File: src/rtl/key_led_multi.sv
`timescale 1ns/1ps
// key_led_multi
// Debounces NUM_KEYS active-low push-buttons. Each key produces a
// one-cycle press pulse, and the pulses drive a LED register in one of four
// run-time modes: toggle, one-hot, up/down count, flowing light.
//
// Ports
//   clk        system clock, all logic on the rising edge
//   rst_n      synchronous active-low reset
//   key_in     raw buttons, 0 = pressed, asynchronous to clk
//   mode       0 toggle, 1 one-hot, 2 count, 3 flow (quasi-static)
//   led        LED register, 1 = on
//   key_pulse  one-cycle press flags after debounce
module key_led_multi #(
    parameter int NUM_KEYS     = 4,
    parameter int LED_W        = 4,
    parameter int DEBOUNCE_CYC = 1000000,
    parameter int FLOW_DIV     = 25000000
) (
    input  logic                clk,
    input  logic                rst_n,
    input  logic [NUM_KEYS-1:0] key_in,
    input  logic [1:0]          mode,
    output logic [LED_W-1:0]    led,
    output logic [NUM_KEYS-1:0] key_pulse
);

    localparam int CNT_W = $clog2(DEBOUNCE_CYC);
    localparam int PRE_W = (FLOW_DIV > 1) ? $clog2(FLOW_DIV) : 1;
    localparam logic [CNT_W-1:0] CNT_MAX = CNT_W'(DEBOUNCE_CYC - 1);
    localparam logic [PRE_W-1:0] PRE_MAX = PRE_W'(FLOW_DIV - 1);

    logic [NUM_KEYS-1:0] r_sync1;
    logic [NUM_KEYS-1:0] r_sync2;
    logic [NUM_KEYS-1:0] r_stable;
    logic [NUM_KEYS-1:0] r_pulse;
    logic [CNT_W-1:0]    r_cnt [NUM_KEYS];

    logic [LED_W-1:0]    r_led;
    logic                r_run;
    logic                r_dir;      // 0 = left, 1 = right
    logic [PRE_W-1:0]    r_presc;
    logic [1:0]          r_mode_q;

    logic [LED_W-1:0]    w_pmask;    // pulses of keys that map onto a LED bit
    logic [LED_W-1:0]    w_lowest;
    logic [LED_W-1:0]    w_flow_next;
    logic                w_mode_chg;
    logic                w_step;

    // Debounce: a mismatch must persist for DEBOUNCE_CYC edges before the
    // stable level follows; the pulse is registered on that same edge.
    always_ff @(posedge clk) begin
        if (!rst_n) begin
            r_sync1  <= '1;
            r_sync2  <= '1;
            r_stable <= '1;
            r_pulse  <= '0;
            for (int k = 0; k < NUM_KEYS; k++) r_cnt[k] <= '0;
        end else begin
            r_sync1 <= key_in;
            r_sync2 <= r_sync1;
            for (int k = 0; k < NUM_KEYS; k++) begin
                r_pulse[k] <= 1'b0;
                if (r_sync2[k] == r_stable[k]) begin
                    r_cnt[k] <= '0;
                end else if (r_cnt[k] == CNT_MAX) begin
                    r_stable[k] <= r_sync2[k];
                    r_cnt[k]    <= '0;
                    r_pulse[k]  <= ~r_sync2[k];
                end else begin
                    r_cnt[k] <= r_cnt[k] + CNT_W'(1);
                end
            end
        end
    end

    generate
        if (NUM_KEYS >= LED_W) begin : g_mask_trunc
            assign w_pmask = r_pulse[LED_W-1:0];
        end else begin : g_mask_pad
            assign w_pmask = {{(LED_W-NUM_KEYS){1'b0}}, r_pulse};
        end
    endgenerate

    // Isolates the lowest set bit (two's-complement trick).
    assign w_lowest   = w_pmask & (~w_pmask + LED_W'(1));
    assign w_mode_chg = (mode != r_mode_q);
    assign w_step     = r_run && (r_presc == PRE_MAX) && !w_mode_chg;

    always_comb begin
        w_flow_next = '0;
        if (r_led == '0)
            w_flow_next = r_dir ? {1'b1, {(LED_W-1){1'b0}}} : LED_W'(1);
        else if (r_dir)
            w_flow_next = {r_led[0], r_led[LED_W-1:1]};
        else
            w_flow_next = {r_led[LED_W-2:0], r_led[LED_W-1]};
    end

    always_ff @(posedge clk) begin
        if (!rst_n) begin
            r_led    <= '0;
            r_run    <= 1'b0;
            r_dir    <= 1'b0;
            r_presc  <= '0;
            r_mode_q <= 2'd0;
        end else begin
            r_mode_q <= mode;

            if (w_mode_chg)
                r_presc <= '0;
            else if (mode == 2'd3 && r_run)
                r_presc <= (r_presc == PRE_MAX) ? '0 : r_presc + PRE_W'(1);

            case (mode)
                2'd0: r_led <= r_led ^ w_pmask;
                2'd1: if (|w_pmask) r_led <= w_lowest;
                2'd2: begin
                    if (r_pulse[2])
                        r_led <= '0;
                    else if (r_pulse[0] && !r_pulse[1])
                        r_led <= r_led + LED_W'(1);
                    else if (r_pulse[1] && !r_pulse[0])
                        r_led <= r_led - LED_W'(1);
                end
                default: begin
                    // A key event on the wrap edge takes precedence over the step.
                    if (r_pulse[1])
                        r_dir <= ~r_dir;
                    if (r_pulse[2]) begin
                        r_led <= '0;
                        r_run <= 1'b0;
                    end else if (r_pulse[0]) begin
                        r_run <= ~r_run;
                    end else if (!r_pulse[1] && w_step) begin
                        r_led <= w_flow_next;
                    end
                end
            endcase
        end
    end

    assign led       = r_led;
    assign key_pulse = r_pulse;

endmodule

File: config.mk
export PLATFORM = sky130hd
export DESIGN_NAME = key_led_multi
export DESIGN_NICKNAME = d
export VERILOG_FILES = /design/src/rtl/key_led_multi.sv
export SDC_FILE = /design/constraint.sdc
export NUM_CORES = 1
export LEC_CHECK = 0
export ABC_CLOCK_PERIOD_IN_PS = 5000
export CAP_MARGIN = 20
export CORE_AREA = 2 2 152 154
export DETAILED_ROUTE_END_ITERATION = 6
export DIE_AREA = 0 0 154 156
export PLACE_DENSITY = 0.42
export SLEW_MARGIN = 20
export SYNTH_ARGS = -nofsm -noshare
export SYNTH_HDL_FRONTEND = slang
export SYNTH_SLANG_ARGS = --single-unit
File: constraint.sdc
create_clock -name clk -period 5 [get_ports clk]
set_input_delay 1 -clock clk [delete_from_list [all_inputs] [get_ports clk]]
set_output_delay 1 -clock clk [all_outputs]
set_load 0.02 [all_outputs]
==> flow_metrics.tcl <==
set metrics [dict create \
    htreeDepth 4 \
    hold_path_class "flip-flop to flip-flop" \
    outcome "finished, final reports clean" \
    syn_inst 668 \
    ir_drop_uv 188 \
    finalSetupViolations 0 \
    setup_ws_ns 2.22 \
    synthTopCellsByArea "edfxtp_1, dfxtp_1, xor2_1, nor2_1, xnor2_1" \
    placed_area_sq_um 7320 \
    synth_top_area_share_pct 36.3 \
    cts_setup_buffers 0 \
    root_buffer "clkbuf_16" \
    wirelength_mm 12.9 \
    finalNonFillerCells 1059 \
    ys_ff_latch 129 \
    gp_congestion 0.753 \
    dp_hpwl_mm 9.23 \
    drtPass1Iterations 4 \
    tightest_slew_ns 0.836 \
    hold_viol 0 \
    hold_buffers 0 \
    nets 782 \
    grt_pass1_wl_mm 22.2 \
    tritoncts "yes" \
    crit_fanout 7 \
    die_h_microns 156 \
    reg2reg_slack_ns 2.43 \
    end_kind "flip-flop" \
    cap_violations 0 \
    ys_seq_area_share_pct 51.2 \
    grt_pass1_vias 4669 \
    synth_edf_count 80 \
    initial_core_util_pct 29.6 \
    drcViolationCount 0 \
    io_buffers 15 \
    die_x_microns 154 \
    synth.avg_cell_area_sq_um 9.90 \
    slew_violations 0 \
    grt_start_max_net_pins 26 \
    yosysUniqueCellTypes 57 \
    cellPowerDensity_nw_per_um2 318 \
    synth_area_sq_um 6610 \
    post_cts_resized 0 \
    synth_warnings 0 \
    async_flop_share_pct 0 \
    stdcell_area_sq_um 7870 \
    yosysMostFrequentCell "nor2_1" \
    viasPerCell 4.40 \
    row_count 55 \
    worstSetupPathType "primary input to flip-flop" \
    coreArea_sq_um 22400 \
    cp.required_ns 5.27 \
    first_iter_violations 185 \
    cts.reportedPaths.clkPinSlew_ns 0.06 \
    antenna_cells 0 \
    start_kind "primary input" \
    rsz0062_at_grt "false" \
    drive_gt1_share_pct 5.43 \
    wire_per_inst_microns 12.2 \
    numCtsBuffers 17 \
    max_slew_margin_pct 44.2 \
    ant_nets 0 \
    skew_ns 0.00982 \
    ios 16 \
    min_period_over_period_pct 55.6 \
    synth_top_area_cell "edfxtp_1" \
    clock_tree.buffer_depth 2 \
    synth-main-ff-cell "edfxtp_1" \
    antenna_found_initial 0 \
    num_vias 4656 \
    dieArea_sq_um 24000 \
    syn2layout_area_growth_pct 19.0 \
    clock_sinks 129 \
    cp.arrival_ns 3.05 \
    p_leak_nw 2.74 \
    finalCriticalPeriod_ns 2.78 \
    grt_overflow 0 \
    max_freq_ghz 0.360 \
    dpl.cell_count 1027 \
    fin_setup_tns_ns 0 \
    clock_latency_ns 0.42 \
    utilization_pct 35.2 \
    track_usage_pct 11.5 \
    netlist_top_cells_count "nor2_1, edfxtp_1, xor2_1" \
    dp_slack_ns 1.75 \
]
## state kept, by name, summed over array words and instances, names as in the netlist
signal / count
led: 4
r_cnt: 80
key_pulse: 4
r_sync1: 4
r_dir: 1
r_stable: 4
r_mode_q: 2
r_run: 1
r_presc: 25
r_sync2: 4
## layout make-up
type | count | area, sq um
multi-input combinational | 578 | 3350
clock inverter | 9 | 53.8
inverter | 19 | 71.3
tap | 285 | 357
clock buffer | 23 | 500
sequential | 129 | 3380
fill | 2290 | 14500
timing repair buffer | 16 | 158
## metal layers
metal  part of all wire [%]  vias up  track usage (%)
li1                       -     2416                -
met3                    2.4        9             3.19
met1                     49     2196             14.1
met5                      0        -                0
met4                    1.2        0             3.83
met2                     48       35             19.6
## worst paths after layout
kind                            cells past startpoint    startpoint           to
worst max-delay path                                8       mode[0]  r_presc[24]
worst min-delay path                                1    r_sync1[0]   r_sync2[0]
worst max register to register                      5  r_cnt[3][11]  r_cnt[3][3]
worst min register to register                      1    r_sync1[0]   r_sync2[0]
## critical path, cell delays in order
cell and delay, ns:
clkdlybuf4s50_1 0.58, ha_1 0.19, and2_1 0.26, nand3_1 0.26
nor3_2 0.41, nand3_1 0.14, xor2_1 0.16, nor2_1 0.05
## kinds of logic after synthesis
family / after synthesis / synth area share (%)
DFF: 129 / 51.2
adders and majority gates: 13 / 2.57
xor gates and xnor gates: 106 / 14.0
buffers and inverters: 40 / 2.71
muxes: 7 / 1.06
AOI/OAI and AO/OA: 29 / 3.35
and+or+nand+nor: 343 / 25.1
other: 1 / 0.0567
## layout by cell type, fill, tap and decap left out, types with 2 or more instances in the layout
master and instances:
a21oi_1 8, dfxtp_1 49, inv_1 18, or4_1 3
nor3_2 2, o22ai_1 2, inv_4 2, clkbuf_1 3
nor2_1 137, nand2_1 53, ha_1 12, and4_1 4
clkdlybuf4s50_1 15, conb_1 80, mux2i_1 7, clkinv_2 5
o21ai_0 5, nor4_1 5, nand4_1 21, nor2b_1 2
and2_1 4, xor2_1 64, or2_0 2, nand2b_1 11
nor3_1 19, edfxtp_1 80, or3_1 4, nor4b_1 5
clkbuf_16 19, a221oi_1 2, nand3_1 50, nor3b_1 2
xnor2_1 42, and3_1 10
## metrics by stage
step	hold WS, ns	total power (W)
6_report	0.412	0.00250
2_1_floorplan	0.386	0.00131
4_1_cts	0.415	0.00254
5_1_grt	0.435	0.00261
3_3_place_gp	0.394	0.00135
3_5_place_dp	0.398	0.00135
## power breakdown
group          internal (W)  total (W)  switching (W)
clock network      0.000703    0.00117       0.000471
logic             0.0000547   0.000125      0.0000703
registers           0.00116    0.00120      0.0000376
Power figures use the tool's default switching activity.
